### src/rtl/csa3_pipe_accum_if.sv
// rtl/csa3_pipe_accum_if.sv - Beat-in / result-out handshake bundle for csa3_pipe_accum
interface csa3_pipe_accum_if #(
    parameter int WIDTH = 12
);
    logic             in_valid;
    logic             in_ready;
    logic [WIDTH-1:0] a;
    logic [WIDTH-1:0] b;
    logic [WIDTH-1:0] c;
    logic             acc_en;
    logic             out_valid;
    logic             out_ready;
    logic [WIDTH-1:0] sum;
    logic             ovf;

    // Producer of operands and consumer of results (partial-product side / MAC register side)
    modport master (
        output in_valid, a, b, c, acc_en, out_ready,
        input  in_ready, out_valid, sum, ovf
    );

    // The summing block itself
    modport slave (
        input  in_valid, a, b, c, acc_en, out_ready,
        output in_ready, out_valid, sum, ovf
    );
endinterface

### src/rtl/csa3_pipe_accum.sv
// rtl/csa3_pipe_accum.sv - Two-stage carry-save three-operand adder with running accumulate
module csa3_pipe_accum #(
    parameter int WIDTH = 12,
    parameter bit SAT   = 1'b0
) (
    input  logic               clk,
    input  logic               rst,
    csa3_pipe_accum_if.slave   bus
);
    // Stage 1: carry-save form of a+b+c
    logic             r_s1_valid;
    logic [WIDTH-1:0] r_s1_sum;
    logic [WIDTH-1:0] r_s1_car;
    logic             r_s1_acc;

    // Stage 2: output register; r_sum doubles as the accumulator source
    logic             r_out_valid;
    logic [WIDTH-1:0] r_sum;
    logic             r_ovf;

    logic             w_s2_fire;
    logic             w_in_ready;
    logic             w_in_fire;
    logic             w_out_fire;
    logic [WIDTH+1:0] w_t;
    logic             w_ovf;
    logic [WIDTH-1:0] w_sum_next;
    logic [WIDTH-1:0] w_xor3;
    logic [WIDTH-1:0] w_maj3;

    // Stage 2 may advance when the output slot is empty or is being drained this cycle
    assign w_s2_fire  = r_s1_valid && (!r_out_valid || bus.out_ready);
    // Ready looks through stage 2 so a full pipe still streams one beat per cycle
    assign w_in_ready = !rst && (!r_s1_valid || w_s2_fire);
    assign w_in_fire  = bus.in_valid && w_in_ready;
    assign w_out_fire = r_out_valid && bus.out_ready;

    assign w_xor3 = bus.a ^ bus.b ^ bus.c;
    assign w_maj3 = (bus.a & bus.b) | (bus.a & bus.c) | (bus.b & bus.c);

    // Two extra bits hold the worst case 3*(2^W-1) + (2^W-1) without loss
    assign w_t = {2'b00, r_s1_sum}
               + {1'b0, r_s1_car, 1'b0}
               + (r_s1_acc ? {2'b00, r_sum} : {(WIDTH+2){1'b0}});
    assign w_ovf      = |w_t[WIDTH+1:WIDTH];
    assign w_sum_next = (SAT && w_ovf) ? {WIDTH{1'b1}} : w_t[WIDTH-1:0];

    // Stage 1 register: capture compressed operands on input handshake
    always_ff @(posedge clk) begin
        if (rst) begin
            r_s1_valid <= 1'b0;
            r_s1_sum   <= '0;
            r_s1_car   <= '0;
            r_s1_acc   <= 1'b0;
        end else if (w_in_fire) begin
            r_s1_valid <= 1'b1;
            r_s1_sum   <= w_xor3;
            r_s1_car   <= w_maj3;
            r_s1_acc   <= bus.acc_en;
        end else if (w_s2_fire) begin
            r_s1_valid <= 1'b0;
        end
    end

    // Stage 2 register: resolve carries, fold in the previous result, hold under backpressure
    always_ff @(posedge clk) begin
        if (rst) begin
            r_out_valid <= 1'b0;
            r_sum       <= '0;
            r_ovf       <= 1'b0;
        end else if (w_s2_fire) begin
            r_out_valid <= 1'b1;
            r_sum       <= w_sum_next;
            r_ovf       <= w_ovf;
        end else if (w_out_fire) begin
            r_out_valid <= 1'b0;
        end
    end

    assign bus.in_ready  = w_in_ready;
    assign bus.out_valid = r_out_valid;
    assign bus.sum       = r_sum;
    assign bus.ovf       = r_ovf;
endmodule
### src/flat_wrapper.sv
// flat-port wrapper written by rule: the top's interface ports become plain ports
module csa3_pipe_accum_flat 
#(
    parameter int WIDTH = 12,
    parameter bit SAT   = 1'b0
)
  (clk, rst, bus_in_valid, bus_a, bus_b, bus_c, bus_acc_en, bus_out_ready, bus_in_ready, bus_out_valid, bus_sum, bus_ovf);
  csa3_pipe_accum_if #(.WIDTH(WIDTH)) bus_i ();
  input  logic clk;
  input  logic rst;
  input wire logic [$bits(bus_i.in_valid)-1:0] bus_in_valid;
  input wire logic [$bits(bus_i.a)-1:0] bus_a;
  input wire logic [$bits(bus_i.b)-1:0] bus_b;
  input wire logic [$bits(bus_i.c)-1:0] bus_c;
  input wire logic [$bits(bus_i.acc_en)-1:0] bus_acc_en;
  input wire logic [$bits(bus_i.out_ready)-1:0] bus_out_ready;
  output wire logic [$bits(bus_i.in_ready)-1:0] bus_in_ready;
  output wire logic [$bits(bus_i.out_valid)-1:0] bus_out_valid;
  output wire logic [$bits(bus_i.sum)-1:0] bus_sum;
  output wire logic [$bits(bus_i.ovf)-1:0] bus_ovf;
  assign bus_i.in_valid = bus_in_valid;
  assign bus_i.a = bus_a;
  assign bus_i.b = bus_b;
  assign bus_i.c = bus_c;
  assign bus_i.acc_en = bus_acc_en;
  assign bus_i.out_ready = bus_out_ready;
  assign bus_in_ready = bus_i.in_ready;
  assign bus_out_valid = bus_i.out_valid;
  assign bus_sum = bus_i.sum;
  assign bus_ovf = bus_i.ovf;
  csa3_pipe_accum #(.WIDTH(WIDTH), .SAT(SAT)) u_core (.clk(clk), .rst(rst), .bus(bus_i));
endmodule
### config.mk
export PLATFORM = sky130hd
export DESIGN_NAME = csa3_pipe_accum_flat
export DESIGN_NICKNAME = d
export VERILOG_FILES = /design/src/rtl/csa3_pipe_accum_if.sv /design/src/rtl/csa3_pipe_accum.sv /design/src/flat_wrapper.sv
export SDC_FILE = /design/constraint.sdc
export NUM_CORES = 1
export LEC_CHECK = 0
export CAP_MARGIN = 10
export CORE_MARGIN = 4
export CORE_UTILIZATION = 40
export DETAILED_ROUTE_END_ITERATION = 8
export PLACE_DENSITY = 0.77
export SYNTH_ARGS = -nofsm -noshare
export SYNTH_HDL_FRONTEND = slang
export SYNTH_SLANG_ARGS = --single-unit
### constraint.sdc
create_clock -name clk -period 3.32 [get_ports clk]
set_clock_uncertainty 0.2 [all_clocks]
set_input_delay 0.664 -clock clk [delete_from_list [all_inputs] [get_ports clk]]
set_output_delay 0.664 -clock clk [all_outputs]
set_load 0.01 [all_outputs]
==> run metrics, run 1 <==
fraction of layout cells with a size suffix above 1 5.39%; final worst setup slack 0.217 ns; Setup CP Type reg -> reg; post-layout util a little over half; dominant cell type by area after synthesis dfxtp_1; Worst setup EP type register; Placement Cell Area 3210 µm²; hold path start u_core.bus.sum[4]; met3 GRT Util 2.79%; die area 7880 µm²; via count 2146; number of synthesized flops with an enable pin 0; drt via density about 5.2; Initial Utilization 41.1%; Starting DRT DRC Count 136; Avg Synthesized Cell Area 9.23 µm²; row cnt 29; Longest Clk Path Bufs 2; grt total ovfl 0; status finished, final reports clean; syn nets 361; Synth area leaders dfxtp_1, fa_1, nand2_1; final setup TNS 0 ns; Antenna Nets Post-Route 0; Wirelength per Cell 14.2 µm; power per cell area 432 nW/µm²; async set or reset register ratio after synthesis 0%; core area 6350 µm²; CTS tree built; number of remaining DRC errors 0; grt met1 use 21.0%; RSZ-0062 raised after global routing no; Final min period about 3.1 ns; pre-CTS setup slack 0.199 ns; root buffer cell clkbuf_8; area used by multi-input combinational logic between 1500 and 2000 µm²; crit path DAT 3.10 ns; FF/Latch Area 801 µm²; Rel. slew slack 30.8%; vias in the first global route 2083; Hold Path Stages 2; Die Height 88.8 µm; synthesized area 2610 µm²; Sink Count 40; Yosys cell types 45; R2R setup slack 0.22 ns; Placed Cells around 400; Post-CTS Setup Repair Bufs 0; first-pass GRT wire length 9.83 mm; crit path max fanout 13; Clock transition at path regs 0.08 ns; # IOs 56; endpoint of the worst register-to-register path u_core.bus.sum[9]; Reg2Reg Depth 11; Seq/Total Area, Yosys 30.7%; TritonCTS Buffers 5; Syn Inst Count 283; most frequent cell after synthesis nand2_1; reg2reg start u_core.r_s1_acc; Worst Max-Slew Pin Slew 1.04 ns; drt pass-1 iters 4; top cell type's share of synthesized area 30.7%; Detailed Route WL 5.82 mm; Hold WC Path Type reg -> reg; Required @ worst endpoint 3.31 ns; Final Cycle Share ~93%; total global-route track usage about 16%; final setup vio count 0; Yosys reg bits 40; P&R area growth vs syn 29.0%; ANT cells 0; Slew Limit Fails 0; met2 usage 26.3%; Peak Freq between 300 and 400 MHz; Final Hold Viols 0; DP HPWL 4.23 mm; hold endpoint u_core.bus.sum[4]; Post-Layout Cell Count 411; largest net degree at the start of global routing 51; max_cap viols 0; final instance area 3370 µm²; Fill cells around 580; Setup crit start kind register; LEAKAGE 1.44 nW; Clock Latency Late Sink 0.30 ns; H-Tree Depth 2; top cells by count, synth nand2_1, dfxtp_1, fa_1, nand3b_1, ha_1; Yosys warnings 0; RePlAce Congestion around 0.88; Worst VDD drop 0.226 mV; post-CTS sizing 0; final net count around 410; GRT busiest layer met2; Most used DFF post-synth dfxtp_1; die width around 89 µm; Port Buf Inserts 55; CTS Hold Buffers Added 0; initial antenna violation count 0
[stage by stage]
step / power (mW) / hold WS, ns
finish: 1.46 / 0.275
global placement: 0.899 / 0.267
global route: 1.53 / 0.307
CTS: 1.47 / 0.274
detailed placement: 0.909 / 0.265
floorplan: 0.769 / 0.254
[state kept, by name, summed over array words and instances, names as in the netlist]
signal,flops
u_core.bus.sum,12
u_core.r_s1_car,12
u_core.r_s1_sum,12
u_core.bus.out_valid,1
u_core.bus.ovf,1
u_core.r_s1_acc,1
u_core.r_s1_valid,1
[power by group]
group	leakage [nW]	switching, mW	internal, mW
registers	0.330	0.0350	0.522
logic	1.03	0.172	0.174
clock network	0.0784	0.178	0.376
total	1.44	0.384	1.07
[metal layers]
| layer | routed length [µm] | up-vias |
|---|---|---|
| met2 | 2760 | 47 |
| met4 | 89 | 0 |
| li1 | - | 1071 |
| met3 | 302 | 6 |
| met5 | 0 | - |
| met1 | 2670 | 1022 |
[layout by cell type (no fill, tap or decap), drive strengths merged, types with 3 or more instances in the layout]
| master | count |
|---|---|
| o31ai | 5 |
| nand2 | 61 |
| and2 | 11 |
| inv | 11 |
| clkdlybuf4s50 | 55 |
| nand3b | 24 |
| a21oi | 10 |
| fa | 24 |
| nor3 | 4 |
| dfxtp | 40 |
| nor2b | 5 |
| nor2 | 12 |
| clkbuf | 5 |
| ha | 13 |
| bufinv | 3 |
| o21a | 4 |
| a211oi | 5 |
| o21ai | 9 |
[final cells by class]
| cell class | instances | share of cell area, % |
|---|---|---|
| Clock buffer | 5 | 2.04 |
| Clock inverter | 3 | 2.67 |
| Inverter | 11 | 1.23 |
| Multi-Input combinational cell | 218 | 50.6 |
| Sequential cell | 40 | 23.8 |
| Tap cell | 77 | 2.86 |
| Timing Repair Buffer | 57 | 16.8 |
[kinds of logic after synthesis]
kind of cell	count (synthesis)	synth area share [%]
AND/OR/NAND/NOR	130	26.0
AO/OA/AOI/OAI	48	13.6
flip-flops	40	30.7
adder cells (fa/ha/maj)	37	24.6
buffers and inverters	25	4.02
XOR/XNOR	2	0.671
multiplexers	1	0.383
[critical path, cell delays in order, from the launching register on]
cell and delay (ns):
dfxtp_1 0.57, nand2_1 0.13, fa_1 0.44, inv_1 0.07, ha_1 0.19, inv_1 0.07, fa_1 0.42, nor2b_4 0.15
o31a_1 0.19, o311a_1 0.23, nor4b_2 0.06, a211o_1 0.29
[how the worst max path moves through the flow]
stage	from	endpoint	slack, ns	cells after the start
2_1_floorplan	u_core.r_s1_acc	u_core.bus.sum[9]	0.45	12
3_3_place_gp	u_core.r_s1_acc	u_core.bus.sum[9]	0.33	11
3_5_place_dp	u_core.r_s1_acc	u_core.bus.sum[9]	0.20	11
4_1_cts	u_core.r_s1_acc	u_core.bus.sum[9]	0.20	11
5_1_grt	u_core.r_s1_acc	u_core.bus.sum[9]	0.04	11
6_report	u_core.r_s1_acc	u_core.bus.sum[9]	0.22	11
Note: power is estimated with default switching activity, not from simulation.
==> inputs of run 2 (changes only) <==
--- a/config.mk
+++ b/config.mk
@@ -9,6 +9,7 @@
 export CORE_MARGIN = 4
 export CORE_UTILIZATION = 40
 export DETAILED_ROUTE_END_ITERATION = 8
+export HOLD_SLACK_MARGIN = 0.02
 export PLACE_DENSITY = 0.77
 export SYNTH_ARGS = -nofsm -noshare
 export SYNTH_HDL_FRONTEND = slang
==> results of run 2 <==
Final layout, timing and power as in run 1 (identical DEF).
==> inputs of run 3 (changes only) <==
--- a/config.mk
+++ b/config.mk
@@ -8,6 +8,7 @@
 export CAP_MARGIN = 10
 export CORE_MARGIN = 4
 export CORE_UTILIZATION = 40
+export CTS_BUF_LIST = sky130_fd_sc_hd__clkbuf_16
 export DETAILED_ROUTE_END_ITERATION = 8
 export HOLD_SLACK_MARGIN = 0.02
 export PLACE_DENSITY = 0.77
==> run metrics, run 3 (synthesized netlist as in run 1, its figures left out) <==
status finished, final reports clean; largest net degree at the start of global routing 51 (unchanged); post-layout util 53.9% (+0.89 points); worst path bufs/invs 2 (unchanged); P&R area growth vs syn 31.1%; pre-CTS setup slack 0.199 ns (unchanged); Pwr Total 1.60 mW (+10%); Slew Limit Fails 0 (unchanged); LEAKAGE 1.46 nW (+1.8%); core area 6350 µm² (unchanged); vias in the first global route 2122 (+1.9%); row cnt 29 (unchanged); hold path start u_core.bus.sum[4]; commonest non-fill, non-tap cell in the layout nand2_1; final instance area 3420 µm² (+1.7%); CP Cell Sequence nand2_1 -> fa_1 -> inv_1 -> ha_1 -> inv_1 -> fa_1 -> nor2b_4 -> o31a_1 -> o311a_1 -> nor4b_2 -> a211o_1; total global-route track usage 15.9% (unchanged); area used by multi-input combinational logic 1710 µm² (unchanged); Setup crit start kind register; Detailed Route WL 5.82 mm (unchanged); crit path max fanout 13 (unchanged); ANT cells 0 (unchanged); Placement Cell Area 3210 µm² (unchanged); Placed Cells 403 (unchanged); Fill cells 560 (-2.6%); Sink Count 40 (unchanged); drt via density 5.27 (+0.89%); met3 GRT Util 3.07% (+0.28 points); CTS Hold Buffers Added 0 (unchanged); Clock transition at path regs 0.06 ns (-0.02 ns); power per cell area 468 nW/µm² (+8.3%); FF/Latch Area 801 µm² (unchanged); number of remaining DRC errors 0 (unchanged); Min Hold Slack 0.271 ns (-0.00395 ns); H-Tree Depth 2 (unchanged); Required @ worst endpoint 3.29 ns (-0.02 ns); Antenna Nets Post-Route 0 (unchanged); Post-CTS Setup Repair Bufs 0 (unchanged); first-pass GRT wire length 9.84 mm (about the same); RSZ-0062 raised after global routing no; DP HPWL 4.23 mm (unchanged); critical path's top delay family adder cells; final worst setup slack 0.213 ns (-0.00428 ns); Setup crit start u_core.r_s1_acc; final setup TNS 0 ns (unchanged); TritonCTS Buffers 5 (unchanged); die area 7880 µm² (unchanged); crit path DAT 3.08 ns (-0.02 ns); Worst path max stage delay 0.56 ns (about the same); Wirelength per Cell 14.2 µm (unchanged); RePlAce Congestion 0.876 (unchanged); Clock Latency Late Sink 0.28 ns (-0.02 ns); reg2reg start u_core.r_s1_acc; fraction of layout cells with a size suffix above 1 5.39% (unchanged); Worst VDD drop 0.240 mV (+6.6%); most frequent cells in the layout nand2_1, clkdlybuf4s50_1, dfxtp_1; grt met1 use 21.0% (-0.058 points); Die Height 88.8 µm (unchanged); # IOs 56 (unchanged); Worst setup EP type register; final net count 411 (unchanged); grt total ovfl 0 (unchanged); Final Hold Viols 0 (unchanged); Setup CP Type reg -> reg; Worst Max-Slew Pin Slew 1.00 ns (-0.0340 ns); post-CTS sizing 0 (unchanged); Final Cycle Share 93.6% (+0.13 points); met2 usage 26.2% (-0.067 points); final setup vio count 0 (unchanged); Slowest cell on crit path dfxtp_1; drt pass-1 iters 4 (unchanged); Peak Freq 322 MHz (-0.14%); GRT busiest layer met2; die width 88.8 µm (unchanged); initial antenna violation count 0 (unchanged); Starting DRT DRC Count 134 (-1.5%); via count 2165 (+0.89%); Port Buf Inserts 55 (unchanged); Final min period 3.11 ns (+0.00428 ns); max_cap viols 0 (unchanged); root buffer cell clkbuf_16; Longest Clk Path Bufs 2 (unchanged); Post-Layout Cell Count 411 (unchanged); CTS tree built; Hold WC Path Type reg -> reg; Rel. slew slack 33.1% (+2.3 points); Initial Utilization 41.1% (unchanged)
[run 3: worst paths after layout]
path                       end  slack, ns  cells past startpoint
max          u_core.bus.sum[9]       0.21                     11
min          u_core.bus.sum[4]       0.27                      2
max reg2reg  u_core.bus.sum[9]       0.21                     11
min reg2reg  u_core.bus.sum[4]       0.27                      2
[run 3: cell type report]
type	instances	area share (%)
clock inverter	3	2.63
clock buffer	5	3.65
multi-input combinational	218	49.8
tap	77	2.81
inverter	11	1.21
sequential	40	23.4
timing repair buffer	57	16.5
[run 3: worst reg2reg max path, stage by stage, from the launching register on]
cell and delay, ns:
dfxtp_1 0.56, nand2_1 0.13, fa_1 0.44, inv_1 0.07, ha_1 0.20, inv_1 0.07
fa_1 0.42, nor2b_4 0.15, o31a_1 0.19, o311a_1 0.24, nor4b_2 0.07, a211o_1 0.29
[run 3: per-layer routing]
metal / routed length, µm / vias up
met5: 0 / -
met4: 92 / 0
met3: 379 / 8
met2: 2800 / 64
met1: 2550 / 1019
li1: - / 1074
[run 3: where the power goes]
| group | switching (mW) | internal [mW] |
|---|---|---|
| clock | 0.194 | 0.507 |
| combinational | 0.172 | 0.173 |
| sequential | 0.0347 | 0.523 |
| total | 0.401 | 1.20 |
==> patch 1, RTL diff (config.mk and constraints of run 3) <==
`WIDTH` is set to 12 in 3 places; all go to 14.
--- a/src/rtl/csa3_pipe_accum_if.sv
+++ b/src/rtl/csa3_pipe_accum_if.sv
@@ -1,6 +1,6 @@
 // rtl/csa3_pipe_accum_if.sv - Beat-in / result-out handshake bundle for csa3_pipe_accum
 interface csa3_pipe_accum_if #(
-    parameter int WIDTH = 12
+    parameter int WIDTH = 14
 );
     logic             in_valid;
     logic             in_ready;
--- a/src/rtl/csa3_pipe_accum.sv
+++ b/src/rtl/csa3_pipe_accum.sv
@@ -1,6 +1,6 @@
 // rtl/csa3_pipe_accum.sv - Two-stage carry-save three-operand adder with running accumulate
 module csa3_pipe_accum #(
-    parameter int WIDTH = 12,
+    parameter int WIDTH = 14,
     parameter bit SAT   = 1'b0
 ) (
     input  logic               clk,
--- a/src/flat_wrapper.sv
+++ b/src/flat_wrapper.sv
@@ -1,7 +1,7 @@
 // flat-port wrapper written by rule: the top's interface ports become plain ports
 module csa3_pipe_accum_flat 
 #(
-    parameter int WIDTH = 12,
+    parameter int WIDTH = 14,
     parameter bit SAT   = 1'b0
 )
   (clk, rst, bus_in_valid, bus_a, bus_b, bus_c, bus_acc_en, bus_out_ready, bus_in_ready, bus_out_valid, bus_sum, bus_ovf);
Interface: changed (resized bus_a, bus_b, bus_c and bus_sum); port bits go from 56 to 64. The function was not compared with the original's and may differ.
==> patch 1 against run 3 <==
Sequential share of layout area is 1.0 points higher; routed wire length is 15% higher; setup slack worse by 19 ps; sequential cell count is 6 higher; synthesized area is 11% higher; utilization is 0.65 points higher; synthesized cell count is 13% higher; largest power group is now registers; hold slack worse by 2.2 ps; design area is 10% higher; power is 5.7% lower.
==> patch 1: results (changes against run 3) <==
* Min-delay src: u_core.r_s1_sum[8]$_SDFFE_PP0P_
* Largest net degree at the start of global routing at 34 (-33%)
* DR DRC count at 0 (unchanged)
* Met1 Use GR at 0.203 (-0.00694)
* Signal buffers at 68 (+19%)
* Placed Area at 3620 um^2 (+13%)
* Post-DP HPWL at 5.16 mm (+22%)
* Post-Layout Cell Count at 477 (+16%)
* R2r endpoint: u_core.bus.sum[13]$_SDFFE_PP0P_
* Clock-pin slew on the worst setup and hold paths at 60 ps (about the same)
* Worst R2R Path Depth at 11 (unchanged)
* Post-route worst setup slack at 194 ps (-19.0 ps)
* Worst-Margin Slew at 1130 ps (+126 ps)
* Comb_multi_in at 248 (+14%)
* Inverters at 11 (unchanged)
* Worst-path fanout max at 4 (-9)
* Switch Pwr at 445 uW (+11%)
* Metal2 WL at 3.43 mm (+23%)
* Sink Count at 46 (+15%)
* Vias in the first global route at 2,382 (+12%)
* Fraction of area in multi-input gates at 0.498 (about the same)
* Fraction of area in registers at 0.244 (+0.0104)
* Tap cells at 96 (+25%)
* Syn Area/Cell at 9.02 um^2 (-2.2%)
* M1 WL at 2.76 mm (+8.3%)
* Synth area leaders: dfxtp_1 (32%), fa_1 (19%), nand2_1 (9.5%)
* Fillers at 650 (+16%)
* Syn nets at 410 (+14%)
* Total GRT Usage at 0.164 (+0.00561)
* Worst hold endpoint: u_core.r_s1_sum[8]$_SDFFE_PP0P_
* Multi-input logic area at 1880 um^2 (+10%)
* Non-clock buffer share at 0.177 (+0.0121)
* Share of cells above drive strength 1 at 0.0604 (+0.00648)
* Root Driver: clkbuf_16
* Pre-CTS setup slack at 102 ps (-97.0 ps)
* Worst VDD drop at 268 uV (+12%)
* Vias per cell at 5.05 (-4.2%)
* Leak at 1.62 nW (+11%)
* # port buffers at 63 (+15%)
* Status: finished clean
* Library cells used by synthesis at 41 (-8.9%)
* Synth top cells by count: nand2_1 (73), dfxtp_1 (46), fa_1 (28), nand3_1 (28), a21oi_1 (17)
* Sequential cell area fraction in the yosys report at 0.319 (+0.0122)
* CP startpoint: u_core.r_s1_acc$_SDFFE_PP0P_
* Hold WS at 269 ps (-2.25 ps)
* Slowest stage delay, CP at 480 ps (-80 ps)
* Met3 wire length at 423 um (+12%)
* Clk tree area frac at 0.0375 (-0.0253)
* Worst Path Arrival at 3110 ps (+30 ps)
* DP Cell Count at 469 (+16%)
* Met2 Use GR at 0.283 (+0.0201)
* Most used DFF post-synth: dfxtp_1
* Initial DRC count at 97 (-28%)
* CP max stage cell: fa_1
patch 1: tightest hold or removal path, stage by stage (launching register included):
cell and delay (ps):
dfxtp_1 320, nand3_1 60, nand2_1 40
patch 1: kinds of logic (layout without fill, tap and decap cells):
| group | count (synthesis) | count (layout) | share of synthesized area |
|---|---|---|---|
| compound gates | 53 | 53 | 0.134 |
| xor+xnor | 5 | 5 | 0.0152 |
| fa+ha+maj | 43 | 43 | 0.259 |
| buf+inv | 26 | 87 | 0.0342 |
| flops | 46 | 46 | 0.319 |
| simple gates | 147 | 147 | 0.238 |
patch 1: power groups by stage:
stage / combinational (mW) / sequential, mW / clock (mW)
detailed placement: 0.390 / 0.650 / 0
finish: 0.392 / 0.637 / 0.483
CTS: 0.395 / 0.638 / 0.496
global route: 0.443 / 0.644 / 0.524
floorplan: 0.231 / 0.646 / 0
global placement: 0.380 / 0.650 / 0
==> patch 2, RTL diff (settings of run 3) <==
Made on the original files. Make the reset (`rst`) asynchronous in 2 clocked blocks.
--- a/src/rtl/csa3_pipe_accum.sv
+++ b/src/rtl/csa3_pipe_accum.sv
@@ -46,7 +46,7 @@
     assign w_sum_next = (SAT && w_ovf) ? {WIDTH{1'b1}} : w_t[WIDTH-1:0];
 
     // Stage 1 register: capture compressed operands on input handshake
-    always_ff @(posedge clk) begin
+    always_ff @(posedge clk or posedge rst) begin
         if (rst) begin
             r_s1_valid <= 1'b0;
             r_s1_sum   <= '0;
@@ -63,7 +63,7 @@
     end
 
     // Stage 2 register: resolve carries, fold in the previous result, hold under backpressure
-    always_ff @(posedge clk) begin
+    always_ff @(posedge clk or posedge rst) begin
         if (rst) begin
             r_out_valid <= 1'b0;
             r_sum       <= '0;
Formal check against the unedited RTL: differs if rst is asserted again (counterexample within 4 cycles, from zero or initial values and one cycle with rst high); with rst held inactive, the same outputs for 10 cycles.
==> patch 2 against run 3 <==
Design area increased by 0.18%; utilization decreased by 0.21 points; setup slack improved by 37 ps; routed wire length decreased by 13%; sequential cell count unchanged; die area increased by 0.88%; non-clock buffer count unchanged; critical path depth unchanged; synthesized area increased by 0.96%.
Power is not compared: it rests on default switching activity, and its combinational part moved more than twofold at a synthesized area within 25%.
==> patch 2: results (changes against run 3) <==
* Total GRT Usage at 0.143 (-0.0153)
* Met1 Use GR at 0.186 (-0.0240)
* #FFs+latches synth at 40 (unchanged)
* Initial DRC count at 81 (-40%)
* Post-CTS Hold Buffers at 0 (unchanged)
* Most common cell in the synthesized netlist: dfrtp_1
* M1 WL at 2.23 mm (-12%)
* Nets at 352 (-14%)
* Root Driver: clkbuf_16
* GR Util met3 at 0.0350 (+0.00430)
* CP max stage cell: dfrtp_2
* Signal buffers at 57 (unchanged)
* Sequential power at 764 uW
* Synth top cells by count: dfrtp_1 (40), mux2_2 (26), fa_1 (24), nand2_1 (20), ha_1 (13)
* Hold WS at 302 ps (+31.2 ps)
* Ys async rst share at 1.00 (+1.00)
* Inverters at 12 (+1)
* Fillers at 543 (-3.0%)
* Status: finished clean
* Fraction of area in multi-input gates at 0.453 (-0.0450)
* Clk tree area frac at 0.0489 (-0.0140)
* Post-DP HPWL at 3.92 mm (-7.3%)
* Non-clock buffer share at 0.165 (-0.000301)
* Comb_multi_in at 158 (-28%)
* Slowest stage delay, CP at 490 ps (-70 ps)
* Synth area leaders: dfrtp_1 (38%), fa_1 (18%), mux2_2 (11%)
* Max transition margin at 0.587 (+0.256)
* Clock buffers at 5 (unchanged)
* Flop2flop setup slack at 250 ps (+40 ps)
* Gpl congestion at 0.856 (-2.3%)
* Worst Path Arrival at 3040 ps (-40 ps)
* Setup Crit Path Kind: register to register
* Uppermost layer routed: met4
* Met2 Use GR at 0.236 (-0.0260)
* Met3 wire length at 332 um (-12%)
* Largest net degree at the start of global routing at 41 (-20%)
* Syn nets at 293 (-19%)
* Drt pass-1 iters at 4 (unchanged)
* H-tree lvl count at 2 (unchanged)
* Library cells used by synthesis at 44 (-2.2%)
* Share of cells above drive strength 1 at 0.178 (+0.124)
* Min-delay src: u_core.bus.sum[3]$_DFFE_PP0P_
* Critical R2R Launch: u_core.r_s1_acc$_DFFE_PP0P_
* Setup Viol. Count Final at 0 (unchanged)
* Sequential cell area fraction in the yosys report at 0.380 (+0.0730)
* Hold Crit Depth at 2 (unchanged)
* Overall routed net length at 5.08 mm (-13%)
* Initial antenna violation count at 0 (unchanged)
* Worst hold endpoint: u_core.bus.sum[3]$_DFFE_PP0P_
* Metal2 WL at 2.43 mm (-13%)
* R2r endpoint: u_core.bus.sum[11]$_DFFE_PP0P_
* Clock power share at 0.192
* Worst VDD drop at 395 uV
* HP Class: register to register
* Global-route wire length before repair at 8.73 mm (-11%)
* Vias at 1,813 (-16%)
* FF/Latch Area at 1000 um^2 (+25%)
* # port buffers at 55 (unchanged)
* Clk buf depth at 2 (unchanged)
* Vias in the first global route at 1,885 (-11%)
## patch 2: cell count changes in the layout (fill, tap and decap cells not counted), moves of 10 or more
cell,change
nand2_1,-41
dfxtp_1,-40
dfrtp_1,+39
mux2_2,+26
nand3b_1,-24
nor2_1,-10
## patch 2: stage by stage
stage	area [um^2]	worst slack, ps	total power [mW]	cells	util
after floorplan	2640	399	1.81	215	-
final	3430	250	2.83	352	0.537
after detailed placement	3260	170	2.29	344	0.511
after global placement	3260	298	2.24	344	0.511
after global routing	3430	60.3	3.11	352	0.537
after CTS	3430	127	2.86	352	0.537
## patch 2: kinds of logic (layout without fill, tap and decap cells)
group	count (synthesis)	after routing	synth area share
AOI/OAI and AO/OA	39	39	0.103
adders and majority gates	37	37	0.244
buffers and inverters	17	77	0.0308
DFF	40	40	0.380
and+or+nand+nor	48	48	0.102
muxes	28	28	0.121
xor gates and xnor gates	6	6	0.0199
## patch 2: timing repair
item,CTS,global route
setup endpoints to repair,0,3
buffers inserted,0,0
gates resized for setup,0,1
